[src/rtl/inst_fetch.sv]
// Instruction fetch stage: holds the PC, keeps queued plus outstanding fetches within
// DEPTH, and buffers returned words in order for decode. Redirects flush all of it.
module inst_fetch #(
  parameter logic [31:0] RESET_PC = 32'h0000_0000,
  parameter int unsigned DEPTH    = 2
) (
  input  logic        clk,
  input  logic        rst,
  output logic        imem_req_valid,
  input  logic        imem_req_ready,
  output logic [31:0] imem_req_addr,
  input  logic        imem_rsp_valid,
  input  logic [31:0] imem_rsp_data,
  output logic        inst_valid,
  input  logic        inst_ready,
  output logic [31:0] inst,
  output logic [31:0] inst_pc,
  input  logic        redirect_valid,
  input  logic [31:0] redirect_pc
);

  localparam int unsigned PW = $clog2(DEPTH);
  localparam int unsigned CW = $clog2(DEPTH + 1);
  localparam int unsigned SW = CW + 1;

  logic [31:0]   fetch_pc;
  logic [31:0]   rsp_pc;
  logic [31:0]   q_inst [DEPTH];
  logic [31:0]   q_pc   [DEPTH];
  logic [PW-1:0] rd_ptr;
  logic [PW-1:0] wr_ptr;
  logic [CW-1:0] count;
  logic [CW-1:0] out_cnt;
  logic [CW-1:0] drop_cnt;

  logic          pop;
  logic          req_fire;
  logic          drop;
  logic          push;
  logic [SW-1:0] inflight_c;
  logic [CW-1:0] out_after_rsp;
  logic [31:0]   redirect_base;
  logic          unused_redirect_lsbs;

  // Credit check counts the slot freed by this cycle's pop.
  assign pop            = inst_valid & inst_ready;
  assign inflight_c     = SW'(count) + SW'(out_cnt) - SW'(pop);
  assign imem_req_valid = ~rst & ~redirect_valid & (inflight_c < SW'(DEPTH));
  assign req_fire       = imem_req_valid & imem_req_ready;

  assign drop           = imem_rsp_valid & (redirect_valid | (drop_cnt != '0));
  assign push           = imem_rsp_valid & ~drop;
  assign out_after_rsp  = out_cnt - CW'(imem_rsp_valid);

  assign redirect_base        = {redirect_pc[31:2], 2'b00};
  assign unused_redirect_lsbs = ^redirect_pc[1:0];

  assign imem_req_addr = fetch_pc;
  assign inst_valid    = (count != '0);
  assign inst          = q_inst[rd_ptr];
  assign inst_pc       = q_pc[rd_ptr];

  // rsp_pc tracks the address of the next non-stale response: responses return in
  // order and surviving ones are sequential from the last redirect target.
  always_ff @(posedge clk) begin
    if (rst) begin
      fetch_pc <= RESET_PC;
      rsp_pc   <= RESET_PC;
      rd_ptr   <= '0;
      wr_ptr   <= '0;
      count    <= '0;
      out_cnt  <= '0;
      drop_cnt <= '0;
      for (int unsigned i = 0; i < DEPTH; i++) begin
        q_inst[i] <= '0;
        q_pc[i]   <= '0;
      end
    end else if (redirect_valid) begin
      fetch_pc <= redirect_base;
      rsp_pc   <= redirect_base;
      rd_ptr   <= '0;
      wr_ptr   <= '0;
      count    <= '0;
      out_cnt  <= out_after_rsp;
      drop_cnt <= out_after_rsp;
    end else begin
      if (req_fire) begin
        fetch_pc <= fetch_pc + 32'd4;
      end
      out_cnt <= out_after_rsp + CW'(req_fire);
      if (imem_rsp_valid && (drop_cnt != '0)) begin
        drop_cnt <= drop_cnt - CW'(1);
      end
      if (push) begin
        q_inst[wr_ptr] <= imem_rsp_data;
        q_pc[wr_ptr]   <= rsp_pc;
        wr_ptr         <= wr_ptr + PW'(1);
        rsp_pc         <= rsp_pc + 32'd4;
      end
      if (pop) begin
        rd_ptr <= rd_ptr + PW'(1);
      end
      count <= count + CW'(push) - CW'(pop);
    end
  end

  // Queue occupancy never exceeds its storage.
  always_ff @(posedge clk) begin
    if (!rst) begin
      assert (count <= CW'(DEPTH));
    end
  end

endmodule

[config.mk]
export PLATFORM = sky130hd
export DESIGN_NAME = inst_fetch
export DESIGN_NICKNAME = d
export VERILOG_FILES = /design/src/rtl/inst_fetch.sv
export SDC_FILE = /design/constraint.sdc
export NUM_CORES = 1
export LEC_CHECK = 0
export CELL_PAD_IN_SITES_DETAIL_PLACEMENT = 2
export CELL_PAD_IN_SITES_GLOBAL_PLACEMENT = 2
export CORE_MARGIN = 2
export CORE_UTILIZATION = 35
export CTS_CLUSTER_SIZE = 30
export DETAILED_ROUTE_END_ITERATION = 10
export DONT_BUFFER_PORTS = 1
export PLACE_DENSITY = 0.67
export SYNTH_ARGS = -nofsm -noshare
export SYNTH_HDL_FRONTEND = slang
export SYNTH_SLANG_ARGS = --single-unit
export TNS_END_PERCENT = 5
[constraint.sdc]
create_clock -name clk -period 5.8 [get_ports clk]
set_clock_uncertainty 0.1 [all_clocks]
set_input_delay 1.16 -clock clk [delete_from_list [all_inputs] [get_ports clk]]
set_output_delay 1.16 -clock clk [all_outputs]
set_load 0.02 [all_outputs]
== Word level (Yosys, flattened, before mapping) ==
Memory sizes are Yosys's and may differ from the RTL's. A register that Yosys moved wholly into a read port is not among the register bits.
Cells that the tools add are included.
Widths: inputs -> output; s select.
Cells by class
  mux-type cells: 23
  reduce and logical (&&, ||, !) cells: 9
  shift operators: 0
  $mul: 0
  divide/modulo/power cells: 0
  $lt $le $gt $ge: 1
  bitwise logic cells: 10
  add/subtract/negate cells: 11
  equal/unequal tests: 0
Operators with widths (count)
  $mux 32: 6
  $add 32x3->32 const B: 2
  $reduce_or 32->1: 2
  $mux 1: 14
  $reduce_bool 2->1: 5
  $and 1x1->1: 6
  $mux 2: 3
  $add 2x1->2: 2
  $sub 2x1->2: 2
  $add 2x2->3: 1
  $lt 3x2->1 const B: 1
  $not 1->1: 3
  $sub 3x1->3: 1
  $add 1x1->1 const B: 2
  $reduce_or 2->1: 1
  $sub 2x1->2 const B: 1
  $logic_and 1x1->1: 1
  $or 1x1->1: 1
Storage, ports and cells
  memories kept: 2
  memory bits (writable): 128
  input port bits: 70
  register bits: 72
  output and inout bits: 98
  bits in read-only memories: 0
  bits in latches: 0
Memories
  q_inst: depth 2, bits a word 32, read ports 1, clocked after Yosys merged registers in 1, write ports 2, line 28  | logic [31:0] q_inst [DEPTH];
  q_pc: depth 2, bits a word 32, read ports 1, clocked after Yosys merged registers in 1, write ports 2, line 29  | logic [31:0] q_pc [DEPTH];

== Logic depth before layout (Yosys ltp) ==
Gate-level depths: netlist (run 1).
  word-level depth: 11
  mapped depth: 12

== Least setup slack after synthesis (run 1) ==
No wires, ideal clock.
  path kind: in2reg
  from: input port redirect_valid
  to: memory q_inst[0][0], enable pin
  arrival time: 4.666 ns
  cell stages on the path: 5
  path slack: 0.539 ns
  path buffers: 2
  cell sequence: buf_6 > inv_2 > clkbuf_1 > nand2_1 > o21bai_1
RTL lines
  start, declared: line 18  | input logic redirect_valid,
  end, declared: line 28

== Final worst setup path (run 1) ==
  from: register count[1]
  to: output port imem_req_valid
On the way
  longest elaborated chain between the ends: 5
RTL lines
  start, declared: line 32  | logic [CW-1:0] count;
  start signal, assigned: line 103  | count <= count + CW'(push) - CW'(pop);
  $reduce_bool 2->1: line 59  | assign inst_valid = (count != '0);
  via inst_valid: line 14  | output logic inst_valid,
  $and 1x1->1: line 46  | assign pop = inst_valid & inst_ready;
  via pop: line 36  | logic pop;
  $sub 3x1->3: line 47  | assign inflight_c = SW'(count) + SW'(out_cnt) - SW'(pop);
  $lt 3x2->1: line 48  | assign imem_req_valid = ~rst & ~redirect_valid & (inflight_c < SW'(DEPTH));
  $and 1x1->1: line 48
  end, declared: line 9  | output logic imem_req_valid,
The timed path passes the listed nets, and every way through them passes these cells.

==> impl_results.md, run 1 <==
* Run status: complete, no violations
* Clock transition time at the flip-flop clock pins of the worst setup and hold paths at around 0.080 ns
* Die Height at 166 um
* Fill cell instance count of the final layout at about 2700
* Syn Area/Cell at 11.6 um^2
* Final-report setup violation count at 0
* Number of global-route vias before repair at 6482
* Clock tree buffer depth at 2
* Grt total ovfl at 0
* Routed via count at 5894
* Final cell count without fillers at 1120
* Diodes inserted at 0
* Cells taking the most area after synthesis: sky130_fd_sc_hd__edfxtp_1 (40%), sky130_fd_sc_hd__dfxtp_1 (15%), sky130_fd_sc_hd__and2_1 (8.7%)
* Top-area cell type share of the netlist area at 0.404
* Critical Path Max Stage Delay at 0.43 ns
* Vias per cell at 5.26
* Growth of design area from synthesis to finish at 9.15%
* Number of search-and-repair iterations in the first detailed-routing pass at 4
* Maximum fanout along the worst path at 4
* Number of synthesized flops with an enable pin at 124
* Post-Synth XOR/XNOR Area at 0.0599
* Type of the tightest min-delay check: reg2reg
* Post-route cell area at 0.0100 mm^2
* Total global routing track utilization at 0.175
* Share of flip-flops with an asynchronous set or reset at 0
* Number of buffers inserted for hold repair after clock tree synthesis at 0
* HPWL after detailed placement at between 15 and 20 mm
* Antenna violations before repair at 0
* DRC viols at 0
* Post-CTS Repair Setup Buffers at 0
* Power density over cell area at 306 mW/mm^2
* Transition time at the pin with the least slew margin at 1.03 ns
* Area of the core at 0.0259 mm^2
* Clock latency reported for the late side of the worst-skew pair at between 0.4 and 0.5 ns
* Shortest period the worst path allows at around 4.3 ns
* Max-slew headroom at the worst pin at 0.311
* Row count at 59
* Final hold violation count at 0
* Area of the multi-input gates at between 0.003 and 0.004 mm^2
* TritonCTS buffer count at 17
* Main synth FF type: sky130_fd_sc_hd__edfxtp_1
* Post-layout utilization of the core at 0.388
* Netlist area before placement at ~0.009 mm^2
* Placed cell count at 1088
* Required time of the critical path at 4.54 ns
* Warnings from Yosys at 0
* Max_cap viols at 0
* Final TNS setup at 0 ns
* Setup crit end kind: output port
* Unrepaired setup endpoints after global routing: false
* Largest vdd supply drop at 0.000162 V
* Post-synthesis cell type count at 51
* H-tree Lvls at 4
* Mux contribution to synthesized area at 0.0769
* Number of cells produced by synthesis at approximately 790
* Compound-cell area share of the yosys netlist at 0.0734
* Maximum number of pins on one net before global-route repair at 73
* Lkg Pwr at 0.00367 uW
* Register area share after synthesis at 0.554
* Routability-driven placement congestion ratio at 0.839
* CTS root buf: sky130_fd_sc_hd__clkbuf_16
* Arithmetic-cell share of the synthesized area counting full adders, half adders and majority gates at 0.0144
* Die width at approximately 170 um
* Critical path data arrival time at ~3.0 ns
* FF+latch area at 0.00511 mm^2
* Worst Setup Path Type: reg2out
* Cell types with the highest counts after synthesis: sky130_fd_sc_hd__and2_1 (128), sky130_fd_sc_hd__edfxtp_1 (124), sky130_fd_sc_hd__dfxtp_1 (69)
* Final slew viol count at 0
* Post-DP Area at 0.00950 mm^2
* Fraction of layout cells with a size suffix above 1 at 0.155
* Area of the die at 0.0276 mm^2
* Dominant combinational cell family by area after synthesis: simple AND/OR/NAND/NOR gates
* Highest metal layer with signal wires: met4
* Detail Route met3 WL at 1.48 mm
* Period Utilization, post-route at 0.736
* 1st-iter DRT viols at approximately 330
* Detailed-route wire length per cell at 21.3 um
* Largest area contributor in the netlist: sky130_fd_sc_hd__edfxtp_1
* CTS tree: yes
* Post-layout net count at 852
* Buffers added on ports at 0
* Starting Density at 0.355
* Most frequent cell after synthesis: sky130_fd_sc_hd__and2_1
* Cell-by-cell trace of the critical path: or2_2 > and2_1 > ha_1 > nand2b_1 > fa_1 > xor2_1 > and3_1
* Slowest library cell on the worst path: sky130_fd_sc_hd__fa_1
* Resized Gates After CTS at 0
* Count of antenna-violating nets left after detailed routing at 0
* CTS sink count at 193
* Routed wire length on met2 at between 10 and 15 mm
* Total wirelength of the detailed-routed design at approximately 24 mm
* Global-route wire length before repair at 38.2 mm
* Routed met1 length at 11.0 mm
* Sort of element at the start of the critical path: register
* I/O pin count at 168
* Flip-flop and latch count after synthesis at 193
* Peak clock frequency supported by timing at 0.234 GHz
* Simple-Gate Fraction of Synth Area at 0.183
[layout by cell type, fill, tap and decap left out, types with 4 or more instances in the layout]
cell type,Yosys,final
sky130_fd_sc_hd__conb_1,1,4
sky130_fd_sc_hd__nor3_1,10,9
sky130_fd_sc_hd__o22ai_1,4,4
sky130_fd_sc_hd__nand2_1,32,32
sky130_fd_sc_hd__a211oi_1,5,5
sky130_fd_sc_hd__clkbuf_16,0,17
sky130_fd_sc_hd__a31oi_1,4,4
sky130_fd_sc_hd__ha_1,9,9
sky130_fd_sc_hd__inv_1,37,37
sky130_fd_sc_hd__nand4_1,18,18
sky130_fd_sc_hd__a21boi_0,35,35
sky130_fd_sc_hd__clkinv_4,0,4
sky130_fd_sc_hd__nor4_2,5,5
sky130_fd_sc_hd__xnor2_1,29,29
sky130_fd_sc_hd__inv_8,0,4
sky130_fd_sc_hd__xor2_1,34,34
sky130_fd_sc_hd__a21boi_1,7,7
sky130_fd_sc_hd__mux2_2,62,62
sky130_fd_sc_hd__dfxtp_1,69,68
sky130_fd_sc_hd__a21oi_1,36,36
sky130_fd_sc_hd__and2_1,128,128
sky130_fd_sc_hd__nor2_1,21,21
sky130_fd_sc_hd__nor4_1,8,8
sky130_fd_sc_hd__and3_1,10,9
sky130_fd_sc_hd__and4_1,7,7
sky130_fd_sc_hd__nand3_1,18,18
sky130_fd_sc_hd__edfxtp_1,124,124
sky130_fd_sc_hd__buf_4,4,4
[state kept, by name, indices dropped and copies added (netlist names), named ones only]
register,count
out_cnt,2
q_inst,64
drop_cnt,2
count,2
wr_ptr,1
imem_req_addr,30
rsp_pc,30
rd_ptr,1
q_pc,60
[worst paths after layout]
kind,slack [ns],depth (start not counted),from,end
worst max register to register,1.97,10,count[1],imem_req_addr[12]
worst min register to register,0.44,2,rd_ptr,rd_ptr
worst min-delay path,0.44,2,rd_ptr,rd_ptr
worst max-delay path,1.53,7,count[1],imem_req_valid
[where the power goes]
part | leakage (uW) | internal [uW] | switching, uW | total [uW]
sequential | 0.00187 | 1550 | 86.1 | 1640
combinational | 0.00154 | 102 | 205 | 307
clock | 0.000267 | 565 | 560 | 1130
[critical path, delay by kind of cell (launching register included)]
family | cells | cell delay (ns)
simple gates | 4 | 1.13
fa+ha+maj | 2 | 0.71
xor+xnor | 1 | 0.38
flops | 1 | 0.34
[cell type report]
| class | count | area share |
|---|---|---|
| flip-flops and latches | 193 | 0.508 |
| multi-input cells | 518 | 0.378 |
| clock buffers | 18 | 0.0427 |
| well taps | 335 | 0.0417 |
| inverters | 38 | 0.0142 |
| clock inverters | 14 | 0.0122 |
| repair buffers | 4 | 0.00299 |
[stage by stage]
stage                     hold slack (ns)  setup WS (ns)  power, uW
after global routing                0.485           1.35       3210
final                               0.439           1.53       3070
after CTS                           0.445           1.49       3110
after detailed placement            0.420           1.54       1980
after floorplan                     0.381          0.539       1890
after global placement              0.412           1.64       1960
[kinds of logic after synthesis]
kind of cell | after synthesis
AOI/OAI and AO/OA | 103
xor gates and xnor gates | 63
adders and majority gates | 10
buffers and inverters | 83
DFF | 193
muxes | 63
other | 1
and+or+nand+nor | 275
[layer usage]
layer | GRT usage | vias to the layer above
met1 | 0.235 | 2970
met3 | 0.0472 | 24
li1 | - | 2728
met4 | 0.0526 | 0
met2 | 0.278 | 172
met5 | 0 | -
Note: power is estimated with default switching activity, not from simulation.
==> run 2, diff against run 1 <==
==> constraint.sdc (replaced) <==
create_clock -name clk -period 4.4 [get_ports clk]
set_clock_uncertainty 0.1 [all_clocks]
set_input_delay 0.88 -clock clk [delete_from_list [all_inputs] [get_ports clk]]
set_output_delay 0.88 -clock clk [all_outputs]
set_load 0.02 [all_outputs]
==> impl_results.md, run 2 (synthesis results as in run 1) <==
* Vias per cell at 5.21
* Commonest cells after routing, fill and taps aside: sky130_fd_sc_hd__and2_1 (128), sky130_fd_sc_hd__edfxtp_1 (124), sky130_fd_sc_hd__dfxtp_1 (68)
* 1st-iter DRT viols at between 200 and 250
* Proportion of power drawn by combinational gates at 0.100
* Max-slew headroom at the worst pin at 0.331
* Critical path data arrival time at 2.97 ns
* Period Utilization, post-route at 0.897
* Buffers added on ports at 0
* Max_cap viols at 0
* Post-CTS Repair Setup Buffers at 0
* Die Height at 166 um
* Starting Density at 0.355
* Diodes inserted at 0
* Sort of element at the start of the critical path: register
* Clock latency reported for the late side of the worst-skew pair at 0.44 ns
* HPWL after detailed placement at approximately 16 mm
* Clk pwr share at 0.372
* Largest registers: q_inst: 64 flops, q_pc: 60 flops
* Antenna violations before repair at 0
* Required time of the critical path at 3.42 ns
* Peak clock frequency supported by timing at about 0.25 GHz
* TritonCTS buffer count at 17
* Transition time at the pin with the least slew margin at 1.00 ns
* Area of the core at 0.0259 mm^2
* Routed via count at 5846
* Clock tree buffer depth at 2
* Resized Gates After CTS at 0
* Internal Dissipation at 2930 uW
* Total global routing track utilization at 0.177
* Type of the tightest min-delay check: in2reg
* Count of antenna-violating nets left after detailed routing at 0
* Flip-flop count of the largest register, all copies and words added at 64
* Fill cell instance count of the final layout at 2673
* Total wirelength of the detailed-routed design at ~24 mm
* Number of global-route vias before repair at around 6400
* Largest vdd supply drop at 0.000234 V
* Shortest period the worst path allows at 3.95 ns
* Die width at 166 um
* Switching share of power at 0.281
* Clock transition time at the flip-flop clock pins of the worst setup and hold paths at 0.08 ns
* Net switching power of the design at approximately 1100 uW
* Register name with the most flops: q_inst
* Part of the total power dissipated in sequential elements at 0.528
* Final slew viol count at 0
* CTS root buf: sky130_fd_sc_hd__clkbuf_16
* Global-route wire length before repair at around 38 mm
* Detailed-route wire length per cell at around 21 um
* Maximum fanout along the worst path at 4
* Fraction of layout cells with a size suffix above 1 at 0.160
* I/O pin count at 168
* Worst Setup Path Type: reg2out
* DRC viols at 0
* Routability-driven placement congestion ratio at 0.841
* Unrepaired setup endpoints after global routing: false
* Area of the die at ~0.028 mm^2
* Row count at 59
* Final-report setup violation count at 0
* Maximum number of pins on one net before global-route repair at between 70 and 80
* CTS tree: yes
* Leading cell type in the layout, fill and taps excluded: sky130_fd_sc_hd__and2_1
* Post-DP Area at 0.00951 mm^2
* Growth of design area from synthesis to finish at 9.54%
* Power density over cell area at 405 mW/mm^2
* Final TNS setup at 0 ns
* Run status: complete, no violations
* Setup crit end kind: output port
* Lkg Pwr at 0.00369 uW
* Number of search-and-repair iterations in the first detailed-routing pass at 4
* Grt total ovfl at 0
* Post-route cell area at between 0.01 and 0.015 mm^2
* Final hold violation count at 0
* CTS sink count at 193
* H-tree Lvls at 4
* Number of buffers inserted for hold repair after clock tree synthesis at 0
* Post-layout net count at 854
run 2: cell count changes in the layout (fill, tap and decap cells not counted), sizes merged:
cell	before	now
buf	4	6
clkbuf	18	17
clkinv	5	6
run 2: routing by layer:
layer | vias to the layer above | global-route usage | routed length (um)
met5 | - | 0 | 0
met2 | 163 | 0.278 | 11000
met4 | 0 | 0.0476 | 373
met3 | 25 | 0.0584 | 1590
met1 | 2919 | 0.234 | 11100
li1 | 2739 | - | -
run 2: critical path, stage by stage (launching register included):
cell,delay (ns)
sky130_fd_sc_hd__dfxtp_1,0.34
sky130_fd_sc_hd__or2_2,0.37
sky130_fd_sc_hd__and2_1,0.23
sky130_fd_sc_hd__ha_1,0.28
sky130_fd_sc_hd__nand2b_1,0.15
sky130_fd_sc_hd__fa_1,0.41
sky130_fd_sc_hd__xor2_1,0.39
sky130_fd_sc_hd__and3_1,0.35
run 2: power by group through the flow:
stage | sequential [uW] | clock (uW) | combinational [uW]
3_5_place_dp | 2200 | 0 | 412
4_1_cts | 2160 | 1560 | 416
6_report | 2160 | 1520 | 407
5_1_grt | 2180 | 1640 | 448
2_1_floorplan | 2170 | 0 | 325
3_3_place_gp | 2190 | 0 | 398
run 2: per-stage QoR:
stage	setup slack, ns	total power, uW	hold WS (ns)	std cells	util
finish	0.452	4080	0.414	1122	0.389
global route	0.274	4270	0.387	1122	0.389
CTS	0.374	4130	0.387	1122	0.389
detailed placement	0.742	2610	0.410	1090	0.367
global placement	0.798	2590	0.407	1090	0.367
floorplan	0.729	2490	0.381	794	-
run 2: path summary, 6_finish.rpt:
check                 from           endpoint  slack [ns]  cells past startpoint
setup reg to reg  count[1]  imem_req_addr[17]        0.97                     11
hold reg to reg     rd_ptr             rd_ptr        0.43                      2
setup / recovery  count[1]     imem_req_valid        0.45                      7
hold / removal         rst  imem_req_addr[13]        0.41                      1
run 2: layout make-up:
type	instances	area [um^2]	area share
Clock buffer	17	425	0.0422
Clock inverter	15	148	0.0146
Inverter	38	143	0.0141
Multi-Input combinational cell	518	3800	0.377
Sequential cell	193	5110	0.506
Tap cell	335	419	0.0416
Timing Repair Buffer	6	45.0	0.00447
==> run 3, diff against run 2 <==
--- a/config.mk
+++ b/config.mk
@@ -5,14 +5,16 @@
 export SDC_FILE = /design/constraint.sdc
 export NUM_CORES = 1
 export LEC_CHECK = 0
+export BUFFER_PORTS_ARGS = -buffer_cell sky130_fd_sc_hd__buf_2
 export CELL_PAD_IN_SITES_DETAIL_PLACEMENT = 2
 export CELL_PAD_IN_SITES_GLOBAL_PLACEMENT = 2
 export CORE_MARGIN = 2
 export CORE_UTILIZATION = 35
+export CTS_CLUSTER_DIAMETER = 100
 export CTS_CLUSTER_SIZE = 30
 export DETAILED_ROUTE_END_ITERATION = 10
-export DONT_BUFFER_PORTS = 1
-export PLACE_DENSITY = 0.67
+export PLACE_DENSITY = 0.76
+export SLEW_MARGIN = 20
 export SYNTH_ARGS = -nofsm -noshare
 export SYNTH_HDL_FRONTEND = slang
 export SYNTH_SLANG_ARGS = --single-unit
==> impl_results.md, run 3 (synthesis results as in run 1) <==
* HPWL after detailed placement at 17.0 mm
* Detail Route met3 WL at 886 um
* Die Height at between 150 and 200 um
* 1st-iter DRT viols at between 200 and 250
* Total global routing track utilization at 0.181
* Post-CTS Repair Setup Buffers at 0
* Post-route cell area at 0.0109 mm^2
* DRC viols at 0
* Post-layout net count at 1018
* Lkg Pwr at 0.00440 uW
* Routed via count at 6439
* Clock tree buffer depth at 2
* Count of antenna-violating nets left after detailed routing at 0
* TritonCTS buffer count at 17
* Area of the die at 0.0276 mm^2
* Shortest period the worst path allows at 3.84 ns
* Clock transition time at the flip-flop clock pins of the worst setup and hold paths at around 0.08 ns
* Largest vdd supply drop at approximately 0.00019 V
* Detailed-route wire length per cell at ~19 um
* Largest registers: q_inst: 64 flops, q_pc: 60 flops
* Final hold violation count at 0
* Kind of cell adding the most delay to the critical path: simple AND/OR/NAND/NOR gates
* CTS tree: yes
* Critical path data arrival time at approximately 2.9 ns
* Diodes inserted at 0
* Leading cell type in the layout, fill and taps excluded: sky130_fd_sc_hd__buf_2
* Vias per cell at 5.01
* Commonest cells after routing, fill and taps aside: sky130_fd_sc_hd__buf_2 (161), sky130_fd_sc_hd__and2_1 (128), sky130_fd_sc_hd__edfxtp_1 (124)
* Transition time at the pin with the least slew margin at 1.03 ns
* Sort of element at the start of the critical path: register
* Critical Path Max Stage Delay at 0.41 ns
* Post-layout utilization of the core at 0.422
* Levels on crit path at 9
* Grt total ovfl at 0
* Power density over cell area at just under 400 mW/mm^2
* Growth of design area from synthesis to finish at 18.8%
* Starting Density at 0.355
* Maximum number of pins on one net before global-route repair at 67
* CTS sink count at 193
* Global-route wire length before repair at 39.4 mm
* Die width at approximately 170 um
* Buffers & Inverters on Critical Path at 2
* Resized Gates After CTS at 0
* Total power consumption of the routed design at 4220 uW
* Area of the core at 0.0259 mm^2
* Max-slew headroom at the worst pin at 0.311
* Routed wire length on met2 at 11.8 mm
* H-tree Lvls at 4
* Slowest library cell on the worst path: sky130_fd_sc_hd__fa_1
* Placed cell count at 1254
* Unrepaired setup endpoints after global routing: false
* Total wirelength of the detailed-routed design at 24.5 mm
* I/O pin count at 168
* Peak clock frequency supported by timing at 0.261 GHz
* Routability-driven placement congestion ratio at 0.787
* CTS root buf: sky130_fd_sc_hd__clkbuf_16
* Routed met1 length at 11.5 mm
* Worst Setup Path Type: reg2out
* Final cell count without fillers at 1286
* Maximum fanout along the worst path at 3
* Final TNS setup at 0 ns
* Buffers added on ports at around 160
* Final-report setup violation count at 0
* Post-DP Area at 0.0104 mm^2
* Number of buffers inserted for hold repair after clock tree synthesis at 0
* Period Utilization, post-route at 0.872
* Flip-flop count of the largest register, all copies and words added at 64
* Setup crit end kind: output port
* Required time of the critical path at 3.42 ns
* Highest metal layer with signal wires: met4
* Clock latency reported for the late side of the worst-skew pair at 0.43 ns
* Register name with the most flops: q_inst
* Number of search-and-repair iterations in the first detailed-routing pass at 4
* Number of global-route vias before repair at 6994
* Max_cap viols at 0
* Type of the tightest min-delay check: reg2reg
* Register-to-Register Path Depth at 11
* Final slew viol count at 0
* Run status: complete, no violations
* Row count at ~60
* Fraction of layout cells with a size suffix above 1 at 0.304
* Cell-by-cell trace of the critical path: or2_2 > and2_1 > ha_1 > nand2b_1 > fa_1 > xor2_1 > buf_4 > and3_1 > buf_2
* WHS Path Cells at 2
* Antenna violations before repair at 0
-- run 3: cell count changes in the layout (fill, tap and decap cells not counted) --
cell,previous run,this run
sky130_fd_sc_hd__buf_12,0,1
sky130_fd_sc_hd__buf_2,0,161
sky130_fd_sc_hd__buf_4,6,8
sky130_fd_sc_hd__bufinv_16,0,1
sky130_fd_sc_hd__clkbuf_1,0,1
sky130_fd_sc_hd__clkinv_2,1,0
sky130_fd_sc_hd__clkinv_4,3,2
sky130_fd_sc_hd__clkinv_8,2,1
sky130_fd_sc_hd__clkinvlp_4,2,6
sky130_fd_sc_hd__inv_6,4,0
sky130_fd_sc_hd__inv_8,3,4
-- run 3: final timing paths --
| path | slack (ns) | endpoint | start |
|---|---|---|---|
| worst max-delay path | 0.56 | imem_req_valid | count[1] |
| worst min-delay path | 0.42 | register | rd_ptr |
| worst max register to register | 0.98 | imem_req_addr[17] | count[1] |
| worst min register to register | 0.42 | register | rd_ptr |
-- run 3: power by group --
group          leakage (uW)  internal [uW]  switching, uW  total (uW)
clock              0.000265            803            744        1550
combinational       0.00227            203            336         540
sequential          0.00187           2040           85.3        2130
total               0.00440           3050           1170        4220
-- run 3: worst min-delay path: cells and delay by family (launching register included) --
family                    cells  cell delay, ns
xor gates and xnor gates      1            0.08
and+or+nand+nor               1            0.08
DFF                           1            0.33
-- run 3: final cells by class --
| class | count | area (um^2) |
|---|---|---|
| Inverter | 38 | 143 |
| Tap cell | 335 | 419 |
| Clock buffer | 18 | 429 |
| Timing Repair Buffer | 170 | 886 |
| Multi-Input combinational cell | 518 | 3800 |
| Fill cell | 2731 | 15000 |
| Sequential cell | 193 | 5110 |
| Clock inverter | 14 | 154 |
-- run 3: per-layer routing --
layer  vias up  GRT usage
li1       3062          -
met1      3209      0.247
met2       152      0.304
met3        16     0.0265
met4         0     0.0427
met5         -          0
-- run 3: per-stage QoR --
step | hold slack (ns) | worst slack, ns
3_5_place_dp | 0.409 | 0.645
6_report | 0.422 | 0.563
4_1_cts | 0.428 | 0.501
3_3_place_gp | 0.398 | 0.680
5_1_grt | 0.450 | 0.429
2_1_floorplan | 0.381 | 0.729
